===== config.mk =====
export PLATFORM = sky130hd
export DESIGN_NAME = keypad_entry
export DESIGN_NICKNAME = d
export VERILOG_FILES = /design/src/rtl/keypad_pkg.sv /design/src/rtl/keypad_timer.sv /design/src/rtl/keypad_entry.sv
export SDC_FILE = /design/constraint.sdc
export NUM_CORES = 1
export LEC_CHECK = 0
export CORE_ASPECT_RATIO = 2
export CORE_MARGIN = 3
export CORE_UTILIZATION = 30
export DETAILED_ROUTE_END_ITERATION = 12
export SETUP_SLACK_MARGIN = 0.02
export SYNTH_ARGS = -nofsm -noshare
export SYNTH_HDL_FRONTEND = slang
export SYNTH_SLANG_ARGS = --single-unit

===== constraint.sdc =====
create_clock -name Clock -period 6 [get_ports Clock]
set_input_delay 0.9 -clock Clock [delete_from_list [all_inputs] [get_ports Clock]]
set_output_delay 0.9 -clock Clock [all_outputs]
set_load 0.01 [all_outputs]

===== src/rtl/keypad_pkg.sv =====
// Shared constants, widths and state encoding for the keypad entry front-end.
package keypad_pkg;

  localparam int unsigned KEY_W   = 4;
  localparam int unsigned ACC_W   = 7;
  localparam int unsigned PASS_W  = 4;
  localparam int unsigned VALUE_W = 5;
  localparam int unsigned COUNT_W = 2;

  localparam logic [KEY_W-1:0] KEY_CLR   = 4'd10;
  localparam logic [KEY_W-1:0] KEY_ENTER = 4'd11;

  localparam logic [ACC_W-1:0] PASS_LIMIT  = 7'd15;
  localparam logic [ACC_W-1:0] VALUE_LIMIT = 7'd31;
  localparam logic [ACC_W-1:0] ACC_MAX     = 7'd127;

  // One-hot entry states
  typedef enum logic [2:0] {
    ST_IDLE   = 3'b001,
    ST_ENTRY  = 3'b010,
    ST_SUBMIT = 3'b100
  } state_t;

  // True for decimal digit key codes 0..9
  function automatic logic is_digit(input logic [KEY_W-1:0] code);
    return (code <= 4'd9);
  endfunction

endpackage


===== src/rtl/keypad_timer.sv =====
// Reloadable inactivity down-counter; expire is a registered one-cycle pulse
// that lands in the cycle where the owner has been idle TIMEOUT_CYCLES-1 edges.
module keypad_timer #(
  parameter int unsigned TIMEOUT_CYCLES = 1000
) (
  input  logic Clock,
  input  logic Clear,
  input  logic reload,
  input  logic enable,
  output logic expire
);

  localparam int unsigned CNT_W = 16;
  localparam logic [CNT_W-1:0] RELOAD_VAL = CNT_W'(TIMEOUT_CYCLES - 1);

  logic [CNT_W-1:0] cnt;

  // Count down while enabled; raise expire one edge early so the owner sees it on the last idle edge
  always_ff @(posedge Clock or posedge Clear) begin
    if (Clear) begin
      cnt    <= '0;
      expire <= 1'b0;
    end else begin
      expire <= 1'b0;
      if (reload) begin
        cnt <= RELOAD_VAL;
      end else if (enable) begin
        if (cnt != '0) cnt <= cnt - CNT_W'(1);
        if (cnt == CNT_W'(1)) expire <= 1'b1;
      end
    end
  end

endmodule


===== src/rtl/keypad_entry.sv =====
// Keypad entry front-end: assembles decimal keystrokes into Password/Value words.
// Optional inactivity timeout is enabled by defining KEYPAD_TIMEOUT_EN.
module keypad_entry
  import keypad_pkg::*;
#(
  parameter int unsigned TIMEOUT_CYCLES = 1000,
  parameter int unsigned MAX_DIGITS     = 2
) (
  input  logic               Clock,
  input  logic               Clear,
  input  logic               Working,
  input  logic               PassMode,
  input  logic               KeyValid,
  input  logic [KEY_W-1:0]   KeyCode,
  output logic [PASS_W-1:0]  Password,
  output logic [VALUE_W-1:0] Value,
  output logic               Submit,
  output logic               ErrEntry,
  output logic               Timeout,
  output logic [COUNT_W-1:0] DigitCount
);

  state_t           state;
  logic [ACC_W-1:0] acc;
  logic             key_accept_c;
  logic [10:0]      acc_mac_c;
  logic [ACC_W-1:0] acc_next_c;
  logic [ACC_W-1:0] limit_c;
  logic             timer_expire;

  // Key qualification, next accumulator value (saturating) and active limit
  always_comb begin
    key_accept_c = KeyValid && (KeyCode <= KEY_ENTER) && (state != ST_SUBMIT);
    acc_mac_c    = 11'(acc) * 11'd10 + 11'(KeyCode);
    acc_next_c   = (acc_mac_c > 11'(ACC_MAX)) ? ACC_MAX : acc_mac_c[ACC_W-1:0];
    limit_c      = PassMode ? PASS_LIMIT : VALUE_LIMIT;
  end

`ifdef KEYPAD_TIMEOUT_EN
  logic timer_reload_c;

  // Every accepted key restarts the inactivity window
  always_comb timer_reload_c = Working && key_accept_c;

  keypad_timer #(
    .TIMEOUT_CYCLES(TIMEOUT_CYCLES)
  ) u_timer (
    .Clock  (Clock),
    .Clear  (Clear),
    .reload (timer_reload_c),
    .enable (state == ST_ENTRY),
    .expire (timer_expire)
  );
`else
  logic unused_timeout_cfg;

  assign timer_expire       = 1'b0;
  assign unused_timeout_cfg = ^16'(TIMEOUT_CYCLES);
`endif

  // Entry FSM with registered pulses and result words
  always_ff @(posedge Clock or posedge Clear) begin
    if (Clear) begin
      state      <= ST_IDLE;
      acc        <= '0;
      DigitCount <= '0;
      Password   <= '0;
      Value      <= '0;
      Submit     <= 1'b0;
      ErrEntry   <= 1'b0;
      Timeout    <= 1'b0;
    end else begin
      Submit   <= 1'b0;
      ErrEntry <= 1'b0;
      Timeout  <= 1'b0;
      if (!Working) begin
        state      <= ST_IDLE;
        acc        <= '0;
        DigitCount <= '0;
      end else begin
        unique case (state)
          ST_IDLE, ST_ENTRY: begin
            if (key_accept_c) begin
              if (is_digit(KeyCode)) begin
                if (32'(DigitCount) < MAX_DIGITS) begin
                  acc        <= acc_next_c;
                  DigitCount <= DigitCount + COUNT_W'(1);
                  state      <= ST_ENTRY;
                end else begin
                  ErrEntry   <= 1'b1;
                  acc        <= '0;
                  DigitCount <= '0;
                  state      <= ST_IDLE;
                end
              end else if (KeyCode == KEY_CLR) begin
                acc        <= '0;
                DigitCount <= '0;
                state      <= ST_IDLE;
              end else begin
                if (state == ST_IDLE) begin
                  ErrEntry <= 1'b1;
                  state    <= ST_IDLE;
                end else if (acc <= limit_c) begin
                  if (PassMode) Password <= acc[PASS_W-1:0];
                  else          Value    <= acc[VALUE_W-1:0];
                  Submit <= 1'b1;
                  state  <= ST_SUBMIT;
                end else begin
                  ErrEntry <= 1'b1;
                  state    <= ST_IDLE;
                end
                acc        <= '0;
                DigitCount <= '0;
              end
            end else if ((state == ST_ENTRY) && timer_expire) begin
              Timeout    <= 1'b1;
              acc        <= '0;
              DigitCount <= '0;
              state      <= ST_IDLE;
            end
          end
          ST_SUBMIT: state <= ST_IDLE;
          default: begin
            acc        <= '0;
            DigitCount <= '0;
            state      <= ST_IDLE;
          end
        endcase
      end
    end
  end

endmodule


# --- After elaboration in Yosys (flattened, before gate mapping) ---
# Index checks and enable logic that the tools add are counted.
word_totals:
  out_inout_bits: 14
  elab_cells: 67
  regBits: 23
  input_bits: 9
classes:
  bitwise: 4
  n_reduce_logical: 6
  n_lt_le_gt_ge: 5
  mux: 35
  addsub: 2
  eq_ne: 7
  mul: 1
op_table:
  columns: ["op", "n"]
  rows:
  - ["$mux 7", 5]
  - ["$mux 3", 7]
  - ["$reduce_and 8->1", 2]
  - ["$mux 1", 15]
  - ["$pmux 7 s2", 1]
  - ["$add 11x4->11", 1]
  - ["$gt 11x7->1 const B", 1]
  - ["$mul 7x3->10 const B", 1]
  - ["$mux 2", 5]
  - ["$le 4x4->1 const B", 2]
  - ["$le 7x5->1", 1]
  - ["$ne 3x3->1 const B", 2]
  - ["$mux 5", 1]
  - ["$eq 4x4->1 const B", 1]
  - ["$not 1->1", 4]
  - ["$pmux 2 s2", 1]
  - ["$eq 3x1->1 const B", 1]
  - ["$eq 3x2->1 const B", 1]
  - ["$eq 3x3->1 const B", 1]
  - ["$add 2x1->2 const B", 1]
  - ["$logic_and 1x1->1", 2]
  - ["$lt 2x2->1 const B", 1]
  - ["$ne 2x2->1 const B", 1]
  - ["$reduce_and 2->1", 1]
  - ["$reduce_or 2->1", 1]

# --- Logic depth before layout (Yosys ltp) ---
# Gate-level depths: netlist of the first run.
logic_depth:
  word_depth: 9
  ltp_mapped: 8

# --- Worst setup path after synthesis of the first run ---
# OpenSTA, ideal clock, no wires.
synth_path:
  path_type: "input to register"
  from: "input KeyCode[1]"
  to: "register acc[6]"
  slack_ps: 3586
  setup_time_ps: 82
  n_path_buf: 0
  stages: 7
  arrival_time_ps: 2332
  cell_sequence: "ha_1 > fa_1 > and2_1 > o2111ai_1 > nor2_1 > mux2_2 > a31oi_1"
synth_via:
  elab_chain_len: 8
  elab_cells_between_ends: 14
  classes_between: "add/sub (1); order compare (3); eq/ne (1); mux (6); reduce/logical (3)"
synth_rtl:
  columns: ["item", "line", "rtl"]
  rows:
  - ["start, declared", "keypad_entry.sv:14", "input logic [KEY_W-1:0] KeyCode,"]
  - ["$add 11x4->11", "keypad_entry.sv:34", "acc_mac_c = 11'(acc) * 11'd10 + 11'(KeyCode);"]
  - ["$gt 11x7->1", "keypad_entry.sv:35", "acc_next_c = (acc_mac_c > 11'(ACC_MAX)) ? ACC_MAX : acc_mac_c[ACC_W-1:0];"]
  - ["$mux 7", "keypad_entry.sv:35", null]
  - ["$mux 7", "keypad_entry.sv:85", "if (32'(DigitCount) < MAX_DIGITS) begin"]
  - ["$mux 7", "keypad_entry.sv:84", "if (is_digit(KeyCode)) begin"]
  - ["$mux 7", "keypad_entry.sv:83", "if (key_accept_c) begin"]
  - ["$pmux 7 s2", "keypad_entry.sv:81", "unique case (state)"]
  - ["$mux 7", "keypad_entry.sv:76", "if (!Working) begin"]
  - ["end signal, assigned", "keypad_entry.sv:86", "acc <= acc_next_c;"]
  - ["end, declared", "keypad_entry.sv:24", "logic [ACC_W-1:0] acc;"]
# Parallel ways exist; a longest one is shown, timed or not. The select of a mux whose other input is x is not followed.
# A chain may end at the register's enable or synchronous reset.

# --- Final worst setup path of the first run ---
# Same ends and word-level chain as after synthesis.

==> results.cfg, run 1 <==
[yosys]
netlist_top_cells_area = dfrtp_1 (38%), ha_1 (12%), a21oi_1 (5.2%)
synth_cell_types = 42
async_flop_share_pct = 100.0
syn_area_um2 = 1454
synth-seq-cells = 23
ys_warn_count = 0
synth_top_area_share_pct = 37.87
seq_area_frac_synth_pct = 39.67
yosys.cell_count.top_type = dfrtp_1
synth_edf_count = 0
avgSynthCellArea_um2 = 11.27
netlist_instances = 129
synthTopCellsByCount = dfrtp_1 (22), a21oi_1 (15), ha_1 (14)
synth_nets = 154
synth_ff_type = dfrtp_1
yosys.area.top_type = dfrtp_1

[clocking]
clockBufferDepth = 2
post_cts_buffers = 0
cts_sinks = 23
postCtsHoldBufs = 0
insertion_delay_ns = 0.26
htree_levels = 1
clk_pin_slew_ns = 0.08
root_buffer = clkbuf_8
cts.repair.resized = 0
cts_tree = built
cts_buffers = 3

[worst_setup_path]
worst_setup_path_start_kind = input pin
cp.arrival_ns = 3.01
cp.buffers_inverters = 1
crit_chain = clkdlybuf4s50_1 -> ha_1 -> fa_1 -> and2_1 -> o2111ai_1 -> nor2_1 -> mux2_2 -> a31oi_1
worstSetupEndpointType = flop
cp_slowest_stage_delay_ns = 0.45
criticalPathCategory = input pin to flop
critical-path-top-delay-family = adder cells
crit_fanout = 7
cp_slowest_cell = clkdlybuf4s50_1
crit_required_ns = 6.17

[place]
io_buffers = 21
dp_slack_ns = 2.904
dp_hpwl_um = 2734
placed_cells = 203
placed_area_um2 = 1723
gp_routability_congestion = 0.8708

[timing]
maxSlewViolCount = 0
skew_ns = 0.003598
setup_viol = 0
slew-limit-headroom_pct = 42.74
worst_pin_slew_ns = 0.8580
holdWs_ns = 0.4964
fmax_ghz = 0.3526
period_minus_slack_ns = 2.836
setup_tns_ns = 0
min_period_over_period_pct = 47.27
rsz0062_at_grt = no
worst_slack_ns = 3.164
finalHoldViolCount = 0

[finish]
nNetsFinal = 178
diodes = 0
utilization_pct = 38.09
area_growth_syn_to_layout_pct = 21.60
instances_no_fill = 207
fin_area_um2 = 1768
fillers = 490
drive_above_1_share_pct = 11.84

[floorplan]
core-area_um2 = 4642
floorplan.initialDensity_pct = 31.32
rows = 35
die_area_um2 = 5768
ioPinCount = 23
die_y_um = 104.5
die_x_um = 55.23

[pwr]
p_per_area_nw_per_um2 = 196.2
total_power_uw = 346.8
p_leak_nw = 0.8192
ir_drop_mv = 0.09373

[routing]
vias_per_cell = 5.464
num_vias = 1131
firstDrtPassIters = 4
drc_errors = 0
antenna_left = 0
drt_iter0_drc = 22
drt_wl_total_um = 3434
wl_per_cell_um = 16.59

[global_route]
antenna_found_initial = 0
grt_usage_pct = 12.00
grt_pass1_vias = 1184
gr-total-overflow = 0
grt_start_max_net_pins = 24
grt_pass1_wl_um = 5540

[hold_path]
hold_path_class = flop to flop

[run]
cap_violations = 0

[status]
outcome = complete, no violations
worst register-to-register path, stage by stage, from the launching register on:
cell	delay [ns]
dfrtp_1	0.51
ha_1	0.35
ha_1	0.23
fa_1	0.43
xor2_1	0.30
o2111ai_1	0.19
mux2_2	0.36
a31oi_1	0.17
layout make-up:
type / count / area, um2 / share of cell area, %
multi-input combinational: 99 / 844.6 / 47.77
sequential: 23 / 576.8 / 32.63
timing repair buffer: 22 / 217.7 / 12.31
tap: 55 / 68.82 / 3.892
clock buffer: 4 / 45.04 / 2.548
inverter: 4 / 15.01 / 0.8493
layer usage:
layer	up-vias	track usage (%)	share of wire (%)
met3	12	1.366	3.7
met5	-	0	0
met4	0	8.000	4.6
li1	530	-	-
met1	554	11.90	36
met2	35	22.37	56
cells by family after synthesis:
group                    Yosys count  share of synthesized area (%)
other                              1                         0.2579
XOR/XNOR                           6                          3.614
AND/OR/NAND/NOR                   28                          13.17
flip-flops                        23                          39.67
multiplexers                      11                          9.552
AO/OA/AOI/OAI                     37                          16.69
adder cells (fa/ha/maj)           16                          14.80
buffers and inverters              7                          2.237
cells in the final DEF (no fill, tap or decap), drive strengths merged, types with 2 or more instances in the layout:
master and instances:
a211oi 9, a21o 2, a21oi 15, and2 2, and4 2, clkbuf 4
clkdlybuf4s50 21, dfrtp 22, fa 2, ha 14, inv 4, mux2 11
nand2 3, nand3 2, nand3b 2, nor2 7, nor3 3, o21ai 4
xnor2 2, xor2 4
registers in the layout, summed over array words and instances (netlist names):
name	cells
ErrEntry	1
acc	7
state	3
Value	5
DigitCount	2
Password	4
Submit	1
path summary, 6_finish.rpt:
kind	start	end	slack, ns	depth (start not counted)
max in group asynchronous	Clear	acc[6]$_DFFE_PP0P_	4.36	2
worst min register to register	Password[3]$_DFFE_PP0P_	Password[3]$_DFFE_PP0P_	0.50	1
min in group asynchronous	Clear	Value[0]$_DFFE_PP0P_	1.11	2
worst max register to register	acc[1]$_DFFE_PP0P_	acc[6]$_DFFE_PP0P_	3.37	7
worst max-delay path	KeyCode[1]	acc[6]$_DFFE_PP0P_	3.16	8
worst min-delay path	Password[3]$_DFFE_PP0P_	Password[3]$_DFFE_PP0P_	0.50	1
report_power, final:
| part | internal (mW) | switching (mW) |
|---|---|---|
| Combinational | 0.0375 | 0.0402 |
| Clock | 0.0473 | 0.0458 |
| Sequential | 0.164 | 0.0123 |
| Total | 0.249 | 0.0983 |
Note: power is estimated with default switching activity, not from simulation.
==> inputs of run 2 (changes only) <==
==> constraint.sdc (replaced) <==
create_clock -name Clock -period 2.9 [get_ports Clock]
set_input_delay 0.435 -clock Clock [delete_from_list [all_inputs] [get_ports Clock]]
set_output_delay 0.435 -clock Clock [all_outputs]
set_load 0.01 [all_outputs]
==> run 2 against run 1 <==
  * Critical path depth is the same
  * Core utilization increased by 0.49 points
  * Die area did not move
  * Register-to-register slack worse by 3.0 ns
  * Clock-buffer cell count did not move
  * Hold slack gained 0.0018 ns
  * Cell area up 1.3%
  * Sequential power up 100%
  * Global-route usage up 1.3 points
  * Final cell count up 1.4%
  * Largest power group unchanged
==> results.cfg, run 2 (same netlist as run 1, synthesis figures left out) <==
[floorplan]
die_y_um = 104.5
rows = 35
ioPinCount = 23
core-area_um2 = 4642
die_area_um2 = 5768
die_x_um = 55.23
floorplan.initialDensity_pct = 31.32

[global_route]
antenna_found_initial = 0
grt_pass1_vias = 1284
gr-total-overflow = 0
grt_pass1_wl_um = 6120
grt_usage_pct = 13.26
grt_start_max_net_pins = 24

[finish]
final_cell_mix = dfrtp_1 (22), clkdlybuf4s50_1 (21), a21oi_1 (15)
largest_register_ffs = 7
diodes = 0
layout_commonest_cell = dfrtp_1
reg_top3 = acc (7), Value (5), Password (4)
area_growth_syn_to_layout_pct = 23.15
drive_above_1_share_pct = 13.55
regMostFlops = acc
nNetsFinal = 181

[clocking]
post_cts_buffers = 0
cts.repair.resized = 0
root_buffer = clkbuf_8
clockBufferDepth = 2
htree_levels = 1
cts_buffers = 3
clk_pin_slew_ns = 0.08
postCtsHoldBufs = 0
insertion_delay_ns = 0.26
cts_tree = built
cts_sinks = 23

[routing]
antenna_left = 0
drc_errors = 0
drt_wl_total_um = 3569
drt_iter0_drc = 47
wl_per_cell_um = 17.00
vias_per_cell = 5.481
num_vias = 1151
firstDrtPassIters = 4

[worst_setup_path]
rr_endpoint = acc[6]$_DFFE_PP0P_
r2r.worst_path.cells = 8
criticalPathCategory = flop to flop
cp-startpoint = acc[2]$_DFFE_PP0P_
cp.arrival_ns = 2.66
crit_end = acc[6]$_DFFE_PP0P_
crit_required_ns = 3.04
r2r_start = acc[2]$_DFFE_PP0P_
crit_fanout = 7
rrSetupSlack_ns = 0.39
worst_setup_path_start_kind = flop
worstSetupEndpointType = flop

[timing]
skew_ns = 0.002831
finalHoldViolCount = 0
slew-limit-headroom_pct = 42.75
rsz0062_at_grt = no
holdWs_ns = 0.4982
setup_viol = 0
fmax_ghz = 0.3976
setup_tns_ns = 0
worst_pin_slew_ns = 0.8577
min_period_over_period_pct = 86.72
maxSlewViolCount = 0
period_minus_slack_ns = 2.515

[pwr]
p_leak_nw = 0.8354
p_per_area_nw_per_um2 = 404.8
ir_drop_mv = 0.1705
total_power_uw = 724.8

[place]
io_buffers = 21
gp_routability_congestion = 0.9030
dp_hpwl_um = 2928

[hold_path]
hold_path_class = flop to flop

[run]
cap_violations = 0

[status]
outcome = complete, no violations
-- run 2: cell types whose count changed in the layout (fill, tap and decap cells not counted) --
| cell | change |
|---|---|
| buf_4 | +3 |
-- run 2: through the flow --
stage	setup slack [ns]	instances	cell area, um2	utilization (%)
after floorplan	0.6273	129	1454	-
after global placement	0.3593	206	1745	37.60
after detailed placement	0.2645	206	1745	37.60
after CTS	0.4223	210	1790	38.57
after global routing	0.2232	210	1790	38.57
final	0.3851	210	1790	38.57
-- run 2: worst max-delay path, cell delays in order (launching register included) --
cell and delay, ns:
dfrtp_1 0.50, ha_1 0.24, ha_1 0.23, fa_1 0.43, xor2_1 0.28, o2111ai_1 0.19, nor2_1 0.15, mux2_2 0.26
a31oi_1 0.09
-- run 2: final cells by class --
class	instances	area, um2
flip-flops and latches	23	576.8
well taps	55	68.82
repair buffers	25	240.2
fillers	491	2851
multi-input cells	99	844.6
clock buffers	4	45.04
inverters	4	15.01
-- run 2: where the power goes --
| part | internal [mW] | total (mW) | switching [mW] |
|---|---|---|---|
| registers | 0.339 | 0.358 | 0.0194 |
| clock network | 0.0981 | 0.197 | 0.0992 |
| logic | 0.0809 | 0.169 | 0.0884 |
-- run 2: how the worst min path moves through the flow --
stage                              start                        end  slack (ns)  cells after the start
floorplan                          Clear  DigitCount[0]$_DFFE_PP0P_        0.44                      1
global placement    Value[0]$_DFFE_PP0P_       Value[0]$_DFFE_PP0P_        0.48                      1
detailed placement  Value[0]$_DFFE_PP0P_       Value[0]$_DFFE_PP0P_        0.49                      1
CTS                 Value[0]$_DFFE_PP0P_       Value[0]$_DFFE_PP0P_        0.51                      1
global route        Value[0]$_DFFE_PP0P_       Value[0]$_DFFE_PP0P_        0.53                      1
finish              Value[0]$_DFFE_PP0P_       Value[0]$_DFFE_PP0P_        0.50                      1
-- run 2: per-layer routing --
layer	up-vias	global-route usage [%]	share of wire, %
met2	29	24.66	59
met5	-	0	0
met4	0	8.870	4.9
met1	573	13.60	34
met3	12	0.8696	2.0
li1	537	-	-
==> inputs of run 3 (changes only) <==
--- a/config.mk
+++ b/config.mk
@@ -5,11 +5,11 @@
 export SDC_FILE = /design/constraint.sdc
 export NUM_CORES = 1
 export LEC_CHECK = 0
-export CORE_ASPECT_RATIO = 2
 export CORE_MARGIN = 3
 export CORE_UTILIZATION = 30
 export DETAILED_ROUTE_END_ITERATION = 12
 export SETUP_SLACK_MARGIN = 0.02
 export SYNTH_ARGS = -nofsm -noshare
 export SYNTH_HDL_FRONTEND = slang
+export SYNTH_HIERARCHICAL = 1
 export SYNTH_SLANG_ARGS = --single-unit
==> run 3 against run 2 <==
  * Clock skew rose by 0.0090 ns
  * Non-clock buffer count shrank 1
  * Sequential share of layout area grew 0.18 points
  * Sequential cell count unchanged
  * Fmax increased by 2.3%
  * Hold slack got worse by 0.0041 ns
  * Critical path type unchanged
  * Critical endpoint unchanged
  * Largest power group unchanged
==> results.cfg, run 3 <==
[status]
outcome = complete, no violations

[finish]
instances_no_fill = 206
reg_top3 = acc (7), Value (5), Password (4)
diodes = 0
drive_above_1_share_pct = 13.64
largest_register_ffs = 7
area_growth_syn_to_layout_pct = 22.46
final_cell_mix = dfrtp_1 (22), clkdlybuf4s50_1 (21), a21oi_1 (15)
utilization_pct = 39.53
regMostFlops = acc
nNetsFinal = 180
fillers = 448
layout_commonest_cell = dfrtp_1

[place]
dp_slack_ns = 0.2769
placed_cells = 202
io_buffers = 21
dp_hpwl_um = 2426
gp_routability_congestion = 0.7859

[yosys]
synth_edf_count = 0
ys_warn_count = 6
synth_top_area_share_pct = 37.87
yosys.area.top_type = dfrtp_1
yosys.cell_count.top_type = dfrtp_1
seq_area_frac_synth_pct = 39.67
avgSynthCellArea_um2 = 11.27
netlist_instances = 129
synth_cell_types = 42
netlist_top_cells_area = dfrtp_1 (38%), ha_1 (12%), a21oi_1 (5.2%)
async_flop_share_pct = 100.0
syn_area_um2 = 1454
synth-seq-cells = 23
synth_nets = 154
synth_ff_type = dfrtp_1
synthTopCellsByCount = dfrtp_1 (22), a21oi_1 (15), ha_1 (14)

[routing]
num_vias = 1129
wl_per_cell_um = 15.50
firstDrtPassIters = 4
antenna_left = 0
drt_iter0_drc = 67
drc_errors = 0
vias_per_cell = 5.481
drt_wl_total_um = 3192

[global_route]
gr-total-overflow = 0
grt_pass1_wl_um = 5368
antenna_found_initial = 0
grt_start_max_net_pins = 24
grt_pass1_vias = 1082
grt_usage_pct = 12.20

[pwr]
ir_drop_mv = 0.1899
p_per_area_nw_per_um2 = 406.7
p_leak_nw = 0.8327

[timing]
min_period_over_period_pct = 84.80
skew_ns = 0.01180
setup_tns_ns = 0
worst_slack_ns = 0.4409
finalHoldViolCount = 0
fmax_ghz = 0.4067
slew-limit-headroom_pct = 40.87
maxSlewViolCount = 0
setup_viol = 0
rsz0062_at_grt = no
worst_pin_slew_ns = 0.8860
period_minus_slack_ns = 2.459

[worst_setup_path]
cp_slowest_stage_delay_ns = 0.47
cp_slowest_cell = dfrtp_1
crit_chain = ha_1 -> ha_1 -> fa_1 -> xor2_1 -> o2111ai_1 -> mux2_2 -> a31oi_1
cp.arrival_ns = 2.64
worst_setup_path_start_kind = flop
crit_fanout = 7
crit_top_cell = ha_1
criticalPathCategory = flop to flop
critical-path-top-delay-family = adder cells
crit_required_ns = 3.08
cp.buffers_inverters = 0
worstSetupEndpointType = flop
rrSetupSlack_ns = 0.44

[clocking]
htree_levels = 1
clockBufferDepth = 2
postCtsHoldBufs = 0
cts_buffers = 3
insertion_delay_ns = 0.27
clk_pin_slew_ns = 0.09
root_buffer = clkbuf_8
cts_sinks = 23
cts_tree = built
cts.repair.resized = 0
post_cts_buffers = 0

[floorplan]
rows = 24
core-area_um2 = 4504
die_x_um = 75.62
die_area_um2 = 5718
die_y_um = 75.62
floorplan.initialDensity_pct = 32.28
ioPinCount = 23

[run]
cap_violations = 0

[hold_path]
hold_path_class = flop to flop
-- run 3: cell counts after synthesis --
Identical to the previous run, type by type.
-- run 3: cells by family (layout without fill, tap and decap cells) --
| kind of cell | count (synthesis) | count (layout) | synth area share (%) |
|---|---|---|---|
| multiplexers | 11 | 11 | 9.552 |
| AO/OA/AOI/OAI | 37 | 37 | 16.69 |
| flip-flops | 23 | 23 | 39.67 |
| buffers and inverters | 7 | 32 | 2.237 |
| AND/OR/NAND/NOR | 28 | 28 | 13.17 |
| adder cells (fa/ha/maj) | 16 | 16 | 14.80 |
| XOR/XNOR | 6 | 6 | 3.614 |
| other | 1 | 1 | 0.2579 |
-- run 3: final timing paths --
kind / startpoint / end / cells after the start
setup / recovery: acc[0]$_DFFE_PP0P_ / acc[6]$_DFFE_PP0P_ / 7
hold / removal: Value[0]$_DFFE_PP0P_ / Value[0]$_DFFE_PP0P_ / 1
setup reg to reg: acc[0]$_DFFE_PP0P_ / acc[6]$_DFFE_PP0P_ / 7
hold reg to reg: Value[0]$_DFFE_PP0P_ / Value[0]$_DFFE_PP0P_ / 1
max in group asynchronous: Clear / acc[2]$_DFFE_PP0P_ / 2
min in group asynchronous: Clear / Value[0]$_DFFE_PP0P_ / 2
-- run 3: routing by layer --
layer / share of wire, % / global-route usage [%]
met1: 47 / 17.71
met2: 47 / 18.31
met3: 4.1 / 1.319
met4: 2.0 / 5.243
met5: 0 / 0
-- run 3: area by class of cell --
cell class | instances | area (um2) | area share [%]
multi-input combinational | 99 | 844.6 | 47.43
sequential | 23 | 576.8 | 32.40
timing repair buffer | 24 | 232.7 | 13.07
tap | 52 | 65.06 | 3.654
clock buffer | 3 | 41.29 | 2.319
inverter | 4 | 15.01 | 0.8433
clock inverter | 1 | 5.005 | 0.2811
-- run 3: report_power, final --
part	switching, mW	internal, mW
Sequential	0.0200	0.339
Combinational	0.0859	0.0792
Clock	0.104	0.0959
-- run 3: worst register-to-register path: stages, from the launching register on --
cell and delay (ns):
dfrtp_1 0.47, ha_1 0.27, ha_1 0.22, fa_1 0.43, xor2_1 0.29, o2111ai_1 0.18, mux2_2 0.36, a31oi_1 0.16
-- run 3: through the flow --
step	instance area, um2	total power [mW]	hold slack, ns
floorplan	1454	0.4678	0.4362
global placement	1734	0.5244	0.4711
detailed placement	1734	0.5305	0.4766
CTS	1780	0.7283	0.4964
global route	1780	0.7699	0.5319
finish	1780	0.7241	0.4940
